--- src/rtl/flp_accumulator.sv ---
// Sequential FLP accumulator: sums `len` (exp, mant) terms with align/add/renormalize.
// Optional FLP_ACC_MAXEXP_EN adds out_max_exp, the largest term exponent seen in the run.
module flp_accumulator #(
  parameter int unsigned EXP_WIDTH  = 9,
  parameter int unsigned MANT_WIDTH = 8,
  parameter int unsigned CNT_WIDTH  = 8
) (
  input  logic                  clk,
  input  logic                  rst_n,
  input  logic                  start,
  input  logic [CNT_WIDTH-1:0]  len,
  input  logic                  in_valid,
  output logic                  in_ready,
  input  logic [EXP_WIDTH-1:0]  in_exp,
  input  logic [MANT_WIDTH-1:0] in_mant,
  output logic                  out_valid,
  input  logic                  out_ready,
  output logic [EXP_WIDTH-1:0]  out_exp,
  output logic [MANT_WIDTH-1:0] out_mant,
  output logic                  busy,
  output logic                  sat
`ifdef FLP_ACC_MAXEXP_EN
  ,
  output logic [EXP_WIDTH-1:0]  out_max_exp
`endif
);

  typedef enum logic [1:0] {IDLE, ACCUM, DONE} state_t;

  localparam logic [EXP_WIDTH-1:0] EXP_ONE   = EXP_WIDTH'(1);
  localparam logic [EXP_WIDTH-1:0] MANT_W_E  = EXP_WIDTH'(MANT_WIDTH);
  localparam logic [CNT_WIDTH-1:0] CNT_ONE   = CNT_WIDTH'(1);

  state_t                  state;
  logic [EXP_WIDTH-1:0]    acc_exp;
  logic [MANT_WIDTH-1:0]   acc_mant;
  logic [CNT_WIDTH-1:0]    count;

  logic [EXP_WIDTH-1:0]    l_exp;
  logic [MANT_WIDTH-1:0]   l_mant;
  logic [MANT_WIDTH-1:0]   s_mant;
  logic [EXP_WIDTH-1:0]    d;
  logic [MANT_WIDTH-1:0]   aligned;
  logic [MANT_WIDTH:0]     sum;
  logic [EXP_WIDTH-1:0]    n_exp;
  logic [MANT_WIDTH-1:0]   n_mant;
  logic                    n_sat;

  // acc is operand A; on an exponent tie A stays the larger operand
  always_comb begin
    if (in_exp > acc_exp) begin
      l_exp  = in_exp;
      l_mant = in_mant;
      s_mant = acc_mant;
      d      = in_exp - acc_exp;
    end else begin
      l_exp  = acc_exp;
      l_mant = acc_mant;
      s_mant = in_mant;
      d      = acc_exp - in_exp;
    end
    aligned = (d >= MANT_W_E) ? '0 : (s_mant >> d);
    sum     = {1'b0, l_mant} + {1'b0, aligned};
    n_sat   = 1'b0;
    if (!sum[MANT_WIDTH]) begin
      n_exp  = l_exp;
      n_mant = sum[MANT_WIDTH-1:0];
    end else if (l_exp != '1) begin
      n_exp  = l_exp + EXP_ONE;
      n_mant = sum[MANT_WIDTH:1];
    end else begin
      n_exp  = '1;
      n_mant = '1;
      n_sat  = 1'b1;
    end
  end

`ifdef FLP_ACC_MAXEXP_EN
  logic [EXP_WIDTH-1:0] max_exp;
  assign out_max_exp = max_exp;
`endif

  always_ff @(posedge clk) begin
    if (!rst_n) begin
      state    <= IDLE;
      acc_exp  <= '0;
      acc_mant <= '0;
      count    <= '0;
      sat      <= 1'b0;
`ifdef FLP_ACC_MAXEXP_EN
      max_exp  <= '0;
`endif
    end else begin
      case (state)
        IDLE: begin
          if (start) begin
            acc_exp  <= '0;
            acc_mant <= '0;
            sat      <= 1'b0;
`ifdef FLP_ACC_MAXEXP_EN
            max_exp  <= '0;
`endif
            if (len != '0) begin
              count <= len;
              state <= ACCUM;
            end else begin
              state <= DONE;
            end
          end
        end
        ACCUM: begin
          if (in_valid) begin
            acc_exp  <= n_exp;
            acc_mant <= n_mant;
            count    <= count - CNT_ONE;
            if (n_sat) sat <= 1'b1;
`ifdef FLP_ACC_MAXEXP_EN
            if (in_exp > max_exp) max_exp <= in_exp;
`endif
            if (count == CNT_ONE) state <= DONE;
          end
        end
        DONE: begin
          if (out_ready) state <= IDLE;
        end
        default: state <= IDLE;
      endcase
    end
  end

  assign in_ready  = (state == ACCUM);
  assign out_valid = (state == DONE);
  assign busy      = (state != IDLE);
  assign out_exp   = acc_exp;
  assign out_mant  = acc_mant;

endmodule
--- config.mk ---
export PLATFORM = sky130hd
export DESIGN_NAME = flp_accumulator
export DESIGN_NICKNAME = d
export VERILOG_FILES = /design/src/rtl/flp_accumulator.sv
export SDC_FILE = /design/constraint.sdc
export NUM_CORES = 1
export LEC_CHECK = 0
export ABC_AREA = 0
export BUFFER_PORTS_ARGS = -buffer_cell sky130_fd_sc_hd__buf_2
export CORE_ASPECT_RATIO = 0.75
export CORE_UTILIZATION = 60
export CTS_CLUSTER_DIAMETER = 30
export DETAILED_ROUTE_END_ITERATION = 8
export PLACE_DENSITY = 0.94
export SLEW_MARGIN = 20
export SYNTH_ARGS = -nofsm -noshare
export SYNTH_HDL_FRONTEND = slang
export SYNTH_SLANG_ARGS = --single-unit
--- constraint.sdc ---
create_clock -name clk -period 11.85 [get_ports clk]
set_input_delay 2.37 -clock clk [delete_from_list [all_inputs] [get_ports clk]]
set_output_delay 2.37 -clock clk [all_outputs]
set_load 0.02 [all_outputs]
==> results of run 1 <==
[cells in the final DEF (no fill, tap or decap), drive strengths merged, types with 17 or more instances in the layout]
cell type | synthesis | layout
a21oi | 31 | 31
buf | 10 | 52
dfxtp | 28 | 28
ha | 28 | 28
inv | 33 | 33
nand2 | 80 | 80
nand3 | 17 | 17
nor2 | 35 | 35
o21ai | 23 | 23
[worst max path at each step]
stage / slack (ns) / startpoint / to
floorplan: 4.97 / in_exp[6] / out_exp[6]
global placement: 3.71 / in_exp[6] / out_exp[6]
detailed placement: 3.38 / in_exp[6] / out_exp[6]
CTS: 3.68 / in_exp[6] / out_exp[6]
global route: 3.13 / in_exp[6] / out_exp[6]
finish: 3.50 / in_exp[6] / out_exp[6]
[registers in the layout, summed over array words and instances, names as in the netlist]
| name | count |
|---|---|
| out_exp | 9 |
| state | 2 |
| out_mant | 8 |
| sat | 1 |
| count | 8 |
[per-stage QoR]
stage	hold slack (ns)	util, %
finish	0.5087	68.89
floorplan	0.4563	-
CTS	0.5078	68.89
global route	0.5299	68.89
detailed placement	0.4931	67.57
global placement	0.4773	67.57
[metal layers]
metal,vias up,part of all wire [%],GRT usage [%]
met5,-,0,0
met3,22,11,3.222
met2,258,45,52.40
li1,1729,-,-
met1,1688,42,45.86
met4,0,1.8,9.073
[tightest hold or removal path, delay by kind of cell (launching register included)]
kind	cells	cell delay, ns
flops	1	0.36
simple gates	2	0.12
[cells by family after synthesis]
group                      Yosys count  synth area share, %
DFF                                 28                16.54
muxes                               15                7.087
and+or+nand+nor                    195                28.50
xor gates and xnor gates            17                4.393
buffers and inverters               55                6.977
adders and majority gates           31                12.11
AOI/OAI and AO/OA                  118                24.40
[final cells by class]
cell class	instances	area (µm²)
tap	75	93.84
clock inverter	1	30.03
sequential	28	560.5
fill	423	1674
inverter	33	123.9
multi-input combinational	376	2592
timing repair buffer	52	265.3
clock buffer	3	41.29
[power breakdown]
part | internal, mW | switching [mW]
logic | 0.0579 | 0.0966
clock network | 0.0453 | 0.0313
registers | 0.102 | 0.00946
total | 0.205 | 0.137
==> flow_metrics.env, run 1 <==
export IMPL_async_flop_share_pct=0
export IMPL_setup_violations=0
export IMPL_grt_overflow=0
export IMPL_first_global_vias=3171
export IMPL_period_share_pct=70.47
export IMPL_worst_path_buf_inv=3
export IMPL_die_area_um2=5957
export IMPL_cts_sinks=28
export IMPL_fin_crit_ns=8.350
export IMPL_r2r_slack_ns=5.32
export IMPL_die_height_um=67.09
export IMPL_dp_hpwl_um=7407
export IMPL_hp_class="register to register"
export IMPL_cts_htree_levels=1
export IMPL_coreArea_um2=5381
export IMPL_syn2layout_area_growth_pct=9.376
export IMPL_critPathKind="primary input to register"
export IMPL_postSynthNetCount=520
export IMPL_power_mw=0.3424
export IMPL_track_usage_pct=32.50
export IMPL_worstMarginPinSlew_ns=0.9688
export IMPL_ys_warn_count=0
export IMPL_critPathLaunchType="primary input"
export IMPL_rr_startpoint="out_exp[6]"
export IMPL_antenna_found_initial=0
export IMPL_syn_inst=459
export IMPL_syn_area_um2=3390
export IMPL_vdd_drop_max_v=0.00007198
export IMPL_port_buffers=50
export IMPL_placed_cells=564
export IMPL_cts_made_buffers=3
export IMPL_synth_cell_types=67
export IMPL_clkLatencyLatePin_ns=0.28
export IMPL_place_ws_ns=3.379
export IMPL_drc=0
export IMPL_min_from="out_mant[0]"
export IMPL_ys_seq_elements=28
export IMPL_required_ns=12.03
export IMPL_rsz0062_at_grt="no"
export IMPL_crit_chain="buf_2, inv_1, ha_1, a211oi_1, nor2_1, nand4b_1, nand2_1, a32oi_1, nor3_4, o211a_1, ha_1, inv_1, fa_1, nor2b_1, o2111ai_1, a31oi_2, o211ai_4, or4_1, a32o_1"
export IMPL_routed_wirelength_um=9475
export IMPL_ant_nets=0
export IMPL_fin_cells=568
export IMPL_whs_path_depth=2
export IMPL_avgSynthCellArea_um2=7.385
export IMPL_final_setup_tns_ns=0
export IMPL_vias_per_cell=6.509
export IMPL_slew_violations=0
export IMPL_path_max_fanout=23
export IMPL_nets=555
export IMPL_initial_core_util_pct=62.99
export IMPL_layout_drive_gt1_share_pct=16.23
export IMPL_rr_worst_depth=17
export IMPL_cp_depth=19
export IMPL_fp_dieW_um=88.79
export IMPL_clkSlewWorstSetupHoldPaths_ns=0.10
export IMPL_root_buffer="clkbuf_8"
export IMPL_post_route_cell_area_um2=3707
export IMPL_synth_yosys_seq_area_share_pct=16.54
export IMPL_finalHoldViolCount=0
export IMPL_crit_slowest_cell="nand2_1"
export IMPL_p_leak_nw=1.713
export IMPL_antenna_cells=0
export IMPL_slowest_delay_ns=0.81
export IMPL_synthTopCellsByCount="nand2_1 (80), nor2_1 (35), inv_1 (32)"
export IMPL_rr_endpoint="out_exp[6]"
export IMPL_finalClockSkew_ns=0.002390
export IMPL_critPathArrivalTime_ns=8.53
export IMPL_drtPass1Iterations=5
export IMPL_top_level_ports=51
export IMPL_end_kind="register"
export IMPL_drt_iter0_markers=437
export IMPL_hold_buffers=0
export IMPL_grt_max_degree=24
export IMPL_max_cap_violations=0
export IMPL_path_delay_family="simple AND/OR/NAND/NOR gates"
export IMPL_cts_setup_buffers=0
export IMPL_gp_congestion=0.9322
export IMPL_yosys_area_top_type="dfxtp_1"
export IMPL_yosys_cell_count_top_type="nand2_1"
export IMPL_power_density_nw_per_um2=92.36
export IMPL_grt_pass1_wl_um=14990
export IMPL_num_vias=3697
export IMPL_slew_headroom_pct=35.18
export IMPL_cts_tree="yes"
export IMPL_placed_area_um2=3636
export IMPL_rows=23
export IMPL_timing_fmax_mhz=119.8
export IMPL_synth_top_area_share_pct=16.54
export IMPL_clock_path_buffers=2
export IMPL_post_cts_resized=0
export IMPL_ys_top_cells_by_area="dfxtp_1 (17%), ha_1 (10%), nand2_1 (8.9%)"
export IMPL_wire_per_inst_um=16.68
export IMPL_synthFlopType="dfxtp_1"
export IMPL_holdPathEnd="out_mant[0]"
export IMPL_fin_ws_ns=3.500
export IMPL_status="completed"
export IMPL_synth_edff_count=0
(Power assumes the default switching activity.)
==> run 2: changes to the inputs <==
- CORE_UTILIZATION: 60 -> 59
- PLACE_DENSITY: 0.94 -> 0.93
- clock period: 11.85 -> 7.7 ns (I/O delays scaled with it)
==> flow_metrics.env, run 2 (same netlist as run 1, synthesis figures left out) <==
export IMPL_power_mw=0.4889
export IMPL_clkSlewWorstSetupHoldPaths_ns=0.09
export IMPL_status="completed"
export IMPL_port_buffers=50
export IMPL_fin_crit_ns=6.971
export IMPL_final_cell_mix="nand2_1 (80), buf_2 (50), nor2_1 (35), inv_1 (32), a21oi_1 (30)"
export IMPL_largest_reg_flops=9
export IMPL_coreArea_um2=5439
export IMPL_cts_made_buffers=3
export IMPL_drt_iter0_markers=324
export IMPL_ant_nets=0
export IMPL_drc=0
export IMPL_dp_hpwl_um=7522
export IMPL_period_share_pct=90.54
export IMPL_setup_violations=0
export IMPL_hp_class="register to register"
export IMPL_fin_hold_ws_ns=0.5016
export IMPL_routed_wirelength_um=9464
export IMPL_grt_overflow=0
export IMPL_timing_fmax_mhz=143.4
export IMPL_cts_setup_buffers=0
export IMPL_layout_drive_gt1_share_pct=16.90
export IMPL_finalHoldViolCount=0
export IMPL_sw_frac_of_total_pct=41.86
export IMPL_r2r_slack_ns=1.79
export IMPL_utilization_pct=68.30
export IMPL_top_level_ports=51
export IMPL_rsz0062_at_grt="no"
export IMPL_syn2layout_area_growth_pct=9.598
export IMPL_cts_tree="yes"
export IMPL_finalClockSkew_ns=0.003890
export IMPL_num_vias=3700
export IMPL_internal_power_mw=0.2842
export IMPL_first_global_vias=3309
export IMPL_rows=23
export IMPL_wire_per_inst_um=16.55
export IMPL_critPathKind="primary input to register"
export IMPL_crit_chain="buf_2, inv_1, ha_1, a211oi_1, o211ai_2, nand2_1, nor2_1, buf_4, mux2_2, mux2i_1, nor3_1, o211a_1, ha_1, inv_1, fa_1, nor2b_1, o2111ai_1, a31oi_2, o211ai_4, or4_1, a32o_1"
export IMPL_p_seq_share_pct=35.0
export IMPL_end_kind="register"
export IMPL_required_ns=7.87
export IMPL_grt_max_degree=17
export IMPL_antenna_found_initial=0
export IMPL_slew_headroom_pct=35.13
export IMPL_die_height_um=67.64
export IMPL_slew_violations=0
export IMPL_path_max_fanout=11
export IMPL_critPathArrivalTime_ns=7.14
export IMPL_cts_sinks=28
export IMPL_max_cap_violations=0
export IMPL_crit_slowest_cell="or4_1"
export IMPL_post_cts_resized=0
export IMPL_power_switching_mw=0.2047
export IMPL_antenna_cells=0
export IMPL_clockPowerShare_pct=15.6
export IMPL_power_density_nw_per_um2=131.6
export IMPL_clock_path_buffers=2
export IMPL_drtPass1Iterations=5
export IMPL_die_area_um2=6055
export IMPL_fin_cells=572
export IMPL_final_setup_tns_ns=0
export IMPL_power_frac_comb_pct=49.4
export IMPL_fp_dieW_um=89.52
export IMPL_worstMarginPinSlew_ns=0.9694
export IMPL_hold_buffers=0
export IMPL_grt_pass1_wl_um=15110
export IMPL_clkLatencyLatePin_ns=0.27
export IMPL_critPathLaunchType="primary input"
export IMPL_track_usage_pct=32.21
export IMPL_cts_htree_levels=1
export IMPL_vias_per_cell=6.469
export IMPL_root_buffer="clkbuf_8"
export IMPL_nets=560
export IMPL_gp_congestion=0.9791
export IMPL_fill_cells=454
export IMPL_final_common_cell="nand2_1"
export IMPL_placed_cells=569
export IMPL_p_leak_nw=1.723
export IMPL_vdd_drop_max_v=0.0001036
export IMPL_slowest_delay_ns=0.55
export IMPL_initial_core_util_pct=62.32
run 2: final timing paths:
kind / cells after the start / to / start
worst max-delay path: 21 / out_exp[6] / in_exp[6]
worst min-delay path: 2 / count[6] / count[6]
worst max register to register: 19 / out_exp[6] / out_exp[6]
worst min register to register: 2 / count[6] / count[6]
run 2: layer usage:
| layer | track usage, % | vias up | share of wire [%] |
|---|---|---|---|
| met5 | 0 | - | 0 |
| met4 | 11.51 | 0 | 2.5 |
| met3 | 5.379 | 34 | 8.9 |
| met2 | 51.43 | 240 | 44 |
| met1 | 43.96 | 1682 | 45 |
| li1 | - | 1744 | - |
run 2: worst max-delay path: cells and delay by family:
kind	cells	cell delay [ns]
AOI/OAI and AO/OA	7	1.80
and+or+nand+nor	5	1.64
adders and majority gates	3	1.09
muxes	2	0.59
buffers and inverters	4	0.47
run 2: stage by stage:
stage                     cell area (µm²)  setup slack, ns
after detailed placement             3674           0.6512
after global placement               3674           0.9271
after CTS                            3715           0.9426
after floorplan                      3390            1.647
final                                3715           0.7286
after global routing                 3715           0.4868
run 2: power groups by stage:
stage	clock [mW]	sequential, mW	combinational, mW
finish	0.0761	0.171	0.242
global route	0.0826	0.173	0.264
CTS	0.0779	0.170	0.236
detailed placement	0	0.174	0.235
global placement	0	0.173	0.227
floorplan	0	0.173	0.176
run 2: cell type report:
cell class | instances | area [µm²] | share of cell area (%)
Timing Repair Buffer | 57 | 302.8 | 8.151
Sequential cell | 28 | 560.5 | 15.09
Tap cell | 75 | 93.84 | 2.526
Clock buffer | 3 | 41.29 | 1.111
Inverter | 33 | 123.9 | 3.334
Multi-Input combinational cell | 376 | 2592 | 69.79
==> run 3: changes to the inputs <==
--- a/config.mk
+++ b/config.mk
@@ -8,2 +8,3 @@
 export ABC_AREA = 0
+export ABC_CLOCK_PERIOD_IN_PS = 7700
 export BUFFER_PORTS_ARGS = -buffer_cell sky130_fd_sc_hd__buf_2
@@ -18 +19,2 @@
 export SYNTH_SLANG_ARGS = --single-unit
+export TNS_END_PERCENT = 1
==> constraint.sdc (replaced) <==
create_clock -name clk -period 7.7 [get_ports clk]
set_input_delay 1.155 -clock clk [delete_from_list [all_inputs] [get_ports clk]]
set_output_delay 1.155 -clock clk [all_outputs]
set_load 0.02 [all_outputs]
==> flow_metrics.env, run 3 (same netlist as run 1, synthesis figures left out) <==
export IMPL_fin_crit_ns=6.575
export IMPL_timing_fmax_mhz=152.1
export IMPL_drtPass1Iterations=5
export IMPL_drt_iter0_markers=432
export IMPL_gp_congestion=0.9492
export IMPL_first_global_vias=3257
export IMPL_die_area_um2=6055
export IMPL_slowest_delay_ns=0.55
export IMPL_clkSlewWorstSetupHoldPaths_ns=0.10
export IMPL_place_ws_ns=0.9292
export IMPL_antenna_found_initial=0
export IMPL_multi_input_area_um2=2592
export IMPL_hold_buffers=0
export IMPL_grt_overflow=0
export IMPL_required_ns=7.88
export IMPL_num_vias=3683
export IMPL_nets=557
export IMPL_critPathLaunchType="primary input"
export IMPL_seq_area_um2=560.5
export IMPL_dp_hpwl_um=7360
export IMPL_placed_area_um2=3651
export IMPL_power_density_nw_per_um2=141.7
export IMPL_final_cell_mix="nand2_1 (80), buf_2 (50), nor2_1 (35), inv_1 (32), a21oi_1 (30)"
export IMPL_post_route_cell_area_um2=3722
export IMPL_period_share_pct=85.39
export IMPL_end_kind="register"
export IMPL_root_buffer="clkbuf_8"
export IMPL_cts_sinks=28
export IMPL_whs_path_depth=2
export IMPL_utilization_pct=68.44
export IMPL_antenna_cells=0
export IMPL_fp_dieW_um=89.52
export IMPL_status="completed"
export IMPL_final_common_cell="nand2_1"
export IMPL_path_max_fanout=12
export IMPL_cts_tree="yes"
export IMPL_vdd_drop_max_v=0.0001884
export IMPL_grt_max_degree=18
export IMPL_hp_class="register to register"
export IMPL_track_usage_pct=32.07
export IMPL_vias_per_cell=6.461
export IMPL_critPathKind="primary input to register"
export IMPL_largest_reg_flops=9
export IMPL_ant_nets=0
export IMPL_wire_per_inst_um=16.57
export IMPL_cts_setup_buffers=0
export IMPL_rr_worst_depth=19
export IMPL_max_cap_violations=0
export IMPL_initial_core_util_pct=62.32
export IMPL_fin_ws_ns=1.125
export IMPL_post_cts_resized=0
export IMPL_top_level_ports=51
export IMPL_critPathArrivalTime_ns=6.75
export IMPL_finalClockSkew_ns=0.002237
export IMPL_p_leak_nw=1.723
export IMPL_clock_path_buffers=2
export IMPL_worstMarginPinSlew_ns=1.072
export IMPL_rr_startpoint="out_exp[6]"
export IMPL_rsz0062_at_grt="no"
export IMPL_crit_chain="buf_2, inv_1, ha_1, a211oi_1, nor2_1, nand4b_1, nand2_1, buf_4, mux4_2, mux2i_1, nor3_1, o211a_1, ha_1, inv_1, fa_1, nor2b_1, o2111ai_1, a31oi_2, o211ai_4, or4_1, a32o_1"
export IMPL_syn2layout_area_growth_pct=9.819
export IMPL_fill_cells=451
export IMPL_port_buffers=50
export IMPL_drc=0
export IMPL_cts_htree_levels=1
export IMPL_die_height_um=67.64
export IMPL_layout_drive_gt1_share_pct=16.57
export IMPL_final_setup_tns_ns=0
export IMPL_grt_pass1_wl_um=15120
export IMPL_slew_violations=0
export IMPL_routed_wirelength_um=9444
export IMPL_rows=23
export IMPL_crit_slowest_cell="or4_1"
export IMPL_setup_violations=0
export IMPL_finalHoldViolCount=0
export IMPL_crit_start="in_exp[6]"
export IMPL_clkLatencyLatePin_ns=0.28
export IMPL_cts_made_buffers=3
export IMPL_min_from="out_mant[0]"
export IMPL_slew_headroom_pct=28.27
export IMPL_coreArea_um2=5439
## run 3: cell type report
class | count | share of cell area (%)
Multi-Input combinational cell | 376 | 69.65
Tap cell | 75 | 2.521
Inverter | 33 | 3.328
Clock buffer | 3 | 1.109
Sequential cell | 28 | 15.06
Timing Repair Buffer | 54 | 7.529
Clock inverter | 1 | 0.8067
## run 3: report_power, final
group	internal, mW	switching, mW
sequential	0.157	0.0144
combinational	0.0900	0.149
clock	0.0697	0.0477
## run 3: worst paths after layout
check / endpoint / slack (ns)
max: out_exp[6] / 1.12
min: out_mant[0] / 0.50
min reg2reg: out_mant[0] / 0.50
max reg2reg: out_exp[6] / 1.77
## run 3: metrics by stage
| stage | hold WS (ns) | total power, mW | instances |
|---|---|---|---|
| final | 0.5006 | 0.5274 | 570 |
| after global routing | 0.5305 | 0.5560 | 570 |
| after CTS | 0.4990 | 0.5214 | 570 |
| after detailed placement | 0.4840 | 0.4054 | 566 |
| after global placement | 0.4775 | 0.3954 | 566 |
| after floorplan | 0.4563 | 0.3496 | 459 |
## run 3: per-layer routing
| layer | GRT usage (%) | wire length (µm) | vias to the layer above |
|---|---|---|---|
| met4 | 9.524 | 174 | 0 |
| met1 | 44.85 | 4104 | 1683 |
| met2 | 51.34 | 4265 | 239 |
| li1 | - | - | 1733 |
| met5 | 0 | 0 | - |
| met3 | 4.645 | 900 | 28 |
## run 3: critical path: cells and delay by family
family,cells,cell delay (ns)
mux,2,0.30
simple gates,6,2.14
fa+ha+maj,3,1.01
buf+inv,4,0.48
compound gates,6,1.66
